<file path="config.mk">
export PLATFORM = sky130hd
export DESIGN_NAME = seven_seg_scanner
export DESIGN_NICKNAME = d
export VERILOG_FILES = /design/src/rtl/seg_pkg.sv /design/src/rtl/scan_tick_gen.sv /design/src/rtl/seven_seg_scanner.sv
export SDC_FILE = /design/constraint.sdc
export NUM_CORES = 1
export LEC_CHECK = 0
export CORE_UTILIZATION = 55
export CTS_BUF_LIST = sky130_fd_sc_hd__clkbuf_16
export CTS_CLUSTER_SIZE = 14
export DETAILED_ROUTE_END_ITERATION = 8
export PLACE_DENSITY_LB_ADDON = 0.15
export SKIP_LAST_GASP = 1
export SLEW_MARGIN = 20
export SYNTH_ARGS = -nofsm -noshare
export SYNTH_HDL_FRONTEND = slang
export SYNTH_SLANG_ARGS = --single-unit
</file>
<file path="constraint.sdc">
create_clock -name clk -period 4.1 [get_ports clk]
set_input_delay 0.82 -clock clk [delete_from_list [all_inputs] [get_ports clk]]
set_output_delay 0.82 -clock clk [all_outputs]
set_load 0.02 [all_outputs]
</file>
<file path="src/rtl/seg_pkg.sv">
// seg_pkg: shared constants for the seven-segment display blocks
package seg_pkg;
    localparam int   DEF_NUM_DIGITS = 4;
    localparam int   NIB_W          = 4;
    localparam logic ANODE_OFF      = 1'b1;
    localparam logic ANODE_ON       = 1'b0;
    localparam logic DP_ON          = 1'b1;
    localparam logic DP_OFF         = 1'b0;
endpackage

</file>
<file path="src/rtl/scan_tick_gen.sv">
// scan_tick_gen: modulo-DIV counter producing a one-cycle tick at terminal count
module scan_tick_gen #(
    parameter int DIV = 50000
) (
    input  logic clk,
    input  logic rst,
    output logic tick
);
    localparam int CW = (DIV > 1) ? $clog2(DIV) : 1;
    logic [CW-1:0] cnt;
    assign tick = cnt == CW'(DIV - 1);
    // count 0..DIV-1 and wrap on the tick
    always_ff @(posedge clk or posedge rst)
        if (rst) cnt <= '0;
        else     cnt <= tick ? '0 : cnt + 1'b1;
endmodule

</file>
<file path="src/rtl/seven_seg_scanner.sv">
// seven_seg_scanner: double-buffered multiplexed scan controller for a seven-segment display
module seven_seg_scanner
    import seg_pkg::*;
#(
    parameter int NUM_DIGITS  = DEF_NUM_DIGITS,
    parameter int REFRESH_DIV = 50000,
    parameter int BLANK_LZ    = 1
) (
    input  logic                        clk,
    input  logic                        rst,
    input  logic                        en,
    input  logic                        load,
    input  logic [NIB_W*NUM_DIGITS-1:0] value_in,
    input  logic [NUM_DIGITS-1:0]       dp_in,
    output logic [NIB_W-1:0]            digit,
    output logic                        dp_enable,
    output logic [NUM_DIGITS-1:0]       an,
    output logic                        frame_start
);
    localparam int IW = $clog2(NUM_DIGITS);
    localparam int W  = NIB_W * NUM_DIGITS;
    logic                  tick, wrap, pending, nz;
    logic [IW-1:0]         idx, idx_nxt;
    logic [W-1:0]          shadow, active, act_nxt;
    logic [NUM_DIGITS-1:0] shadow_dp, active_dp, dp_nxt, blank, an_nxt;
    logic [NIB_W-1:0]      dig_nxt;

    scan_tick_gen #(.DIV(REFRESH_DIV)) u_tick (
        .clk  (clk),
        .rst  (rst),
        .tick (tick)
    );

    // next index/frame contents so the registered outputs track the index with zero latency
    always_comb begin
        wrap    = tick && idx == IW'(NUM_DIGITS - 1);
        idx_nxt = wrap ? '0 : tick ? idx + 1'b1 : idx;
        act_nxt = (wrap && pending) ? shadow : active;
        dp_nxt  = (wrap && pending) ? shadow_dp : active_dp;
        dig_nxt = act_nxt[NIB_W*idx_nxt +: NIB_W];
        nz      = 1'b0;
        blank   = '0;
        an_nxt  = {NUM_DIGITS{ANODE_OFF}};
        for (int i = NUM_DIGITS - 1; i >= 0; i--) begin
            nz        = nz | (act_nxt[NIB_W*i +: NIB_W] != '0) | dp_nxt[i];
            blank[i]  = (BLANK_LZ != 0) && (i != 0) && !nz;
            an_nxt[i] = (en && !blank[i] && idx_nxt == IW'(i)) ? ANODE_ON : ANODE_OFF;
        end
    end

    // scan state, double-buffered value registers and registered decoder outputs
    always_ff @(posedge clk or posedge rst)
        if (rst) begin
            idx         <= '0;
            shadow      <= '0;
            shadow_dp   <= '0;
            active      <= '0;
            active_dp   <= '0;
            pending     <= 1'b0;
            digit       <= '0;
            dp_enable   <= DP_OFF;
            an          <= {NUM_DIGITS{ANODE_OFF}};
            frame_start <= 1'b0;
        end else begin
            idx         <= idx_nxt;
            active      <= act_nxt;
            active_dp   <= dp_nxt;
            shadow      <= load ? value_in : shadow;
            shadow_dp   <= load ? dp_in : shadow_dp;
            pending     <= load ? 1'b1 : wrap ? 1'b0 : pending;
            digit       <= dig_nxt;
            dp_enable   <= dp_nxt[idx_nxt] ? DP_ON : DP_OFF;
            an          <= an_nxt;
            frame_start <= wrap;
        end
endmodule

</file>
### After elaboration in Yosys (flattened, before gate mapping)

Cells that the tools add are included.
Widths: inputs -> output; s select.

| storage, ports and cells | value |
|---|---|
| register bits | 69 |
| output and inout bits | 10 |
| logic and storage cells | 53 |

| cells by class | value |
|---|---|
| magnitude comparators | 1 |
| add/subtract/negate cells | 2 |
| eq/ne operators | 5 |
| bitwise logic cells | 5 |
| shift operators | 1 |
| multiplexer cells | 14 |
| reduce and logical (&&, ||, !) cells | 14 |

Operators with widths:

| operator | number |
|---|---|
| $mux 16 | 2 |
| $add 16x1->16 const B | 1 |
| $eq 16x16->1 const B | 1 |
| $shiftx 16x5->4 | 1 |
| $reduce_bool 4->1 | 3 |
| $logic_and 1x1->1 | 9 |
| $mux 1 | 8 |
| $eq 2x2->1 const B | 3 |
| $or 1x1->1 | 5 |
| $mux 2 | 2 |
| $mux 4 | 1 |
| $lt 2x3->1 const B | 1 |
| $add 2x1->2 const B | 1 |
| $bmux 1 s2 | 1 |
| $eq 2x1->1 const B | 1 |
| $logic_not 2->1 | 1 |
| $reduce_bool 2->1 | 1 |

### Depth between registers and ports, before layout

| depth | value |
|---|---|
| depth after elaboration | 13 |
| gate-level depth with buffers | 10 |
| gate-level depth less buffers | 7 |

### Modules after synthesis

Synthesis repeated with hierarchy kept, for this count alone.

| unflattened totals | value |
|---|---|
| cell total of the unflattened synthesis | 282 |
| area total of the unflattened synthesis | 3044.2 µm² |

By module, submodules not included:

| module | cells an instance | instances | area each (µm²) | seq. area each (µm²) |
|---|---|---|---|---|
| seven_seg_scanner | 214 | 1 | 2287.2 | 1331.3 |
| scan_tick_gen | 68 | 1 | 757.0 | 400.4 |

### Worst setup path before layout

Ideal clock, no wire load.

| timing path | value |
|---|---|
| path kind | register -> register |
| from | register u_tick.cnt[0] |
| to | register digit[1] |
| arrival | 1.983 ns |
| slack | 1.978 ns |
| setup time | 0.139 ns |
| cell stages (with the launch flop) | 11 |
| clock period less this slack | 2.122 ns |
| path buffers | 3 |
| cell sequence | dfrtp_1 -> ha_1 -> and3_1 -> buf_6 -> and4_4 -> buf_6 -> mux2i_4 -> inv_2 -> buf_6 -> a2111oi_1 -> nor4_1 |

| on the way | value |
|---|---|
| elaborated cells between the ends (all ways) | 7 |
| those cells by class | 1 x eq/ne; 1 x shift; 3 x mux; 2 x reduce/logical |

RTL lines:

| what | RTL line | RTL |
|---|---|---|
| from (decl) | scan_tick_gen.sv:10 | `logic [CW-1:0] cnt;` |
| from (signal assigned) | scan_tick_gen.sv:15 | `else cnt <= tick ? '0 : cnt + 1'b1;` |
| $eq 16x16->1 (*) | scan_tick_gen.sv:11 | `assign tick = cnt == CW'(DIV - 1);` |
| $mux 2 or $logic_and 1x1->1 (tied branches) | seven_seg_scanner.sv:37, seven_seg_scanner.sv:36 |  |
| $mux 2 (*) | seven_seg_scanner.sv:37 | `idx_nxt = wrap ? '0 : tick ? idx + 1'b1 : idx;` |
| via idx_nxt[0] | seven_seg_scanner.sv:23 | `logic [IW-1:0] idx, idx_nxt;` |
| $shiftx 16x5->4 (*) | seven_seg_scanner.sv:40 | `dig_nxt = act_nxt[NIB_W*idx_nxt +: NIB_W];` |
| via dig_nxt[1] | seven_seg_scanner.sv:26 | `logic [NIB_W-1:0] dig_nxt;` |
| to (signal assigned) | seven_seg_scanner.sv:71 | `digit <= dig_nxt;` |
| to (decl) | seven_seg_scanner.sv:15 | `output logic [NIB_W-1:0] digit,` |

Mark *: on every way through the listed nets, which the timed path passes. The rest lies on a longest branch.
A chain may end at the register's enable or synchronous reset.

### Worst setup path after layout

| timing path | value |
|---|---|
| from | register u_tick.cnt[0] |
| to | register digit[3] |

| on the way | value |
|---|---|
| cells in the longest elaborated chain, start to end | 5 |
| elaborated cells between the ends (all ways) | 7 |
| those cells by class | 1 x eq/ne; 1 x shift; 3 x mux; 2 x reduce/logical |

RTL lines:

| what | RTL line | RTL |
|---|---|---|
| $eq 16x16->1 (*) | scan_tick_gen.sv:11 |  |
| $logic_and 1x1->1 | seven_seg_scanner.sv:36 | `wrap = tick && idx == IW'(NUM_DIGITS - 1);` |
| $logic_and 1x1->1 | seven_seg_scanner.sv:38 | `act_nxt = (wrap && pending) ? shadow : active;` |
| $mux 16 | seven_seg_scanner.sv:38 |  |
| $shiftx 16x5->4 (*) | seven_seg_scanner.sv:40 |  |
| via dig_nxt[3] | seven_seg_scanner.sv:26 |  |

Marked as above.

==> impl.org <==
** Run status
- The flow ran to the end, and the final reports show no timing, DRC or antenna violations.

** Setup path
- Required @ worst endpoint :: 4.28 ns
- The setup path with the least slack is of type flop to flop.
- Startpoint type of the worst setup path :: flop
- For the worst flop-to-flop path, the logic depth is 7.
- The worst setup path is captured at a flop.
- In this run the worst path has a maximum fanout of 33.
- Standard cell with the maximum stage delay on the critical path :: sky130_fd_sc_hd__a2111oi_1
- Ordered list of cells on the worst path :: ha_1 > and3_1 > and4_4 > mux2i_4 > inv_2 > a2111oi_1 > nor4_1
- In this design, the stage delay of the slowest critical-path cell is 0.62 ns.
- Arrival time reported for the critical path endpoint :: 3.12 ns

** Global route
- Entering global routing, the biggest net connects 70 pins.
- First-pass GRT wire length :: 10560 um
- Initial antenna violation count :: 0
- Total congestion overflow after global routing :: 0
- The number of global-route vias before repair came to 2079.
- Total global-route track usage :: 23.50%

** Synthesis
- Each instance of the synthesized netlist takes up on average 12.36 um2.
- During synthesis, Yosys emitted a total of 0 warnings.
- Flops & latches, synth :: 69
- Number of nets produced by synthesis :: 277
- The netlist uses 36 different library cells.
- Primary flip-flop cell chosen by synthesis mapping :: sky130_fd_sc_hd__dfrtp_1
- After synthesis the cells add up to 3102 um2.
- Async S/R FF share, synth :: 100.0%
- Number of standard cells after synthesis :: 251
- The share of the Yosys chip area taken by registers is 55.83%.
- EDFF count, synth :: 0

** Routing
- The routed layout has 2104 vias.
- The first detailed-routing pass ran for 4 iterations.
- DR vias/cell :: 5.944
- Number of DRC violations after detailed routing :: 0
- After detailed routing, the total wire length is 6192 um.
- Dividing the detail-routed wire length by the instance count gives 17.49 um.
- The detail route stage leaves a number of antenna-violating nets equal to 0.
- DRT iter0 DRCs :: 157

** Final layout
- Most frequent cells in the layout :: sky130_fd_sc_hd__dfrtp_1, sky130_fd_sc_hd__clkdlybuf4s50_1, sky130_fd_sc_hd__and3_1, sky130_fd_sc_hd__a21o_1, sky130_fd_sc_hd__mux2_2
- Counting the fill cells in the layout gives 381.
- Commonest non-fill, non-tap cell in the layout :: sky130_fd_sc_hd__dfrtp_1
- Layout cell share with drive strength beyond 1 :: 16.20%
- Final core occ :: 70.94%
- The number of antenna diodes in the final layout is 0.
- Final net count :: 305
- Relative to the synthesized area, the layout overhead comes to 20.53%.

** Timing
- Max-slew violation count :: 0
- Setup repair after global routing missed its margin :: false
- For the final routed database, the setup TNS stands at 0 ns.
- Post-route minimum period :: 2.940 ns
- Slew at the pin closest to its max-slew limit :: 1.003 ns
- Final hold vios :: 0
- In the finished design, the share of the clock period the worst path needs comes to 71.71%.
- Setup violations remaining at the end of the flow were counted as 0.
- Setup clock skew after layout :: 0.006075 ns
- Measured against its own limit, the worst slew margin works out to 32.94%.
- Max Freq :: 340.1 MHz

** Clock network
- In this run, post-CTS repair resized a total of 0 instances.
- Buffers inserted to repair hold after CTS numbered 0.
- Clock-pin slew was measured on the worst setup and hold paths at 0.05 ns.
- TritonCTS clock tree :: built
- In this run the clock root is driven by a sky130_fd_sc_hd__clkbuf_16.
- CTS H-Tree Depth :: 3
- For this design, the sink count on the clock tree is 69.
- For the worst-skew pair, the clock arrives at the later sink with an insertion delay of 0.33 ns.
- The clock passes through at most 2 buffers.
- Post CTS Setup Buffer Count :: 0
- Buffers inserted during clock tree synthesis total 9.

** Min path
- Type of the tightest min-delay check :: flop to flop
- Along the worst hold path, the cell count comes to 1.

** Die
- In this run the count of I/O pins placed on the die edge is 34.
- Horizontal die dimension :: 77.10 um
- Die area :: 5944 um2
- After floorplanning, the core was sized to cover 5270 um2.
- The initialized floorplan defines 26 standard-cell rows.
- Once the floorplan was initialized, standard cells occupied 58.86% of the core.
- In this run the vertical extent of the chip is 77.10 um.

** Placement
- Detail Placement HPWL :: 3978 um
- At the end of routability-driven placement, the weighted congestion stood at 0.8282.
- The count of buffers added on input and output ports is 33.

** Power and ir drop
- In this run the static leakage power is 1.875 nW.
- In this run the power density over the cells is 425.4 nW/um2.
- VDD sags by at most 489.0 uV.

** Flow run
- Across the run, the number of max-cap violations was 0.
-- flip-flops by register name, summed over array words and instances (netlist names), 2 cells and up --
| signal | flops |
|---|---|
| shadow_dp | 4 |
| idx | 2 |
| active_dp | 4 |
| digit | 4 |
| u_tick.cnt | 16 |
| shadow | 16 |
| an | 4 |
| active | 16 |
-- cells by family (layout without fill, tap and decap cells) --
group,Yosys count,count (layout),share of synthesized area [%]
adders and majority gates,2,2,0.8066
muxes,24,24,9.359
and+or+nand+nor,77,77,14.60
DFF,69,69,55.83
AOI/OAI and AO/OA,45,45,11.90
xor gates and xnor gates,13,13,3.671
buffers and inverters,21,54,3.832
-- power by group --
part | switching (mW) | internal (mW) | total [mW]
sequential | 0.0162 | 0.702 | 0.719
clock | 0.279 | 0.527 | 0.806
combinational | 0.0262 | 0.0392 | 0.0654
total | 0.321 | 1.27 | 1.59
-- layout make-up --
type | count | area [um2] | area share, %
Sequential cell | 69 | 1732 | 46.32
Tap cell | 70 | 87.58 | 2.343
Clock buffer | 9 | 225.2 | 6.024
Multi-Input combinational cell | 161 | 1251 | 33.47
Clock inverter | 7 | 90.09 | 2.410
Timing Repair Buffer | 34 | 337.8 | 9.036
Inverter | 4 | 15.01 | 0.4016
-- synthesized netlist by cell type (3+ instances only) --
| master | instances | area share, % |
|---|---|---|
| sky130_fd_sc_hd__nor4_1 | 10 | 2.0 |
| sky130_fd_sc_hd__clkbuf_1 | 6 | 0.73 |
| sky130_fd_sc_hd__xnor2_1 | 4 | 1.1 |
| sky130_fd_sc_hd__buf_6 | 4 | 1.5 |
| sky130_fd_sc_hd__dfstp_2 | 4 | 3.4 |
| sky130_fd_sc_hd__xor2_1 | 9 | 2.5 |
| sky130_fd_sc_hd__and3_1 | 25 | 5.0 |
| sky130_fd_sc_hd__mux2_2 | 20 | 7.3 |
| sky130_fd_sc_hd__or4_1 | 4 | 0.97 |
| sky130_fd_sc_hd__nand3_1 | 7 | 1.1 |
| sky130_fd_sc_hd__nor2_1 | 11 | 1.3 |
| sky130_fd_sc_hd__a2111oi_1 | 6 | 1.9 |
| sky130_fd_sc_hd__buf_2 | 5 | 0.81 |
| sky130_fd_sc_hd__a2111oi_0 | 14 | 4.0 |
| sky130_fd_sc_hd__nor2b_1 | 3 | 0.61 |
| sky130_fd_sc_hd__dfrtp_1 | 65 | 52 |
| sky130_fd_sc_hd__a21o_1 | 21 | 5.1 |
| sky130_fd_sc_hd__nand2_1 | 6 | 0.73 |
-- metrics by stage --
| stage | worst slack [ns] | hold WS, ns | power (mW) | instances | cell area, um2 |
|---|---|---|---|---|---|
| floorplan | 1.547 | 0.4329 | 0.7578 | 251 | 3102 |
| global placement | 1.317 | 0.4477 | 0.7933 | 338 | 3423 |
| detailed placement | 1.268 | 0.4525 | 0.7965 | 338 | 3423 |
| CTS | 1.206 | 0.4598 | 1.602 | 354 | 3739 |
| global route | 0.9597 | 0.4874 | 1.637 | 354 | 3739 |
| finish | 1.160 | 0.4581 | 1.590 | 354 | 3739 |
-- path summary, 6_finish.rpt --
| path | startpoint | endpoint | slack (ns) |
|---|---|---|---|
| worst max-delay path | u_tick.cnt[0] | digit[3] | 1.16 |
| worst min-delay path | u_tick.cnt[0] | u_tick.cnt[0] | 0.46 |
| worst max register to register | u_tick.cnt[0] | digit[3] | 1.16 |
| worst min register to register | u_tick.cnt[0] | u_tick.cnt[0] | 0.46 |
| max in group asynchronous | rst | active[5] | 2.48 |
| min in group asynchronous | rst | u_tick.cnt[1] | 1.06 |
-- layer usage --
metal	wire, um	vias to the layer above	GRT usage (%)
li1	-	998	-
met1	3208	1047	35.71
met2	2739	51	32.68
met3	161	8	3.571
met4	82	0	11.51
met5	0	-	0
-- worst max-delay path, delay by kind of cell, from the launching register on --
| kind | cells | cell delay, ns |
|---|---|---|
| mux | 1 | 0.51 |
| fa+ha+maj | 1 | 0.18 |
| compound gates | 1 | 0.62 |
| flops | 1 | 0.36 |
| simple gates | 3 | 0.89 |
| buf+inv | 1 | 0.22 |
No activity file was read; power rests on OpenSTA's default activity.
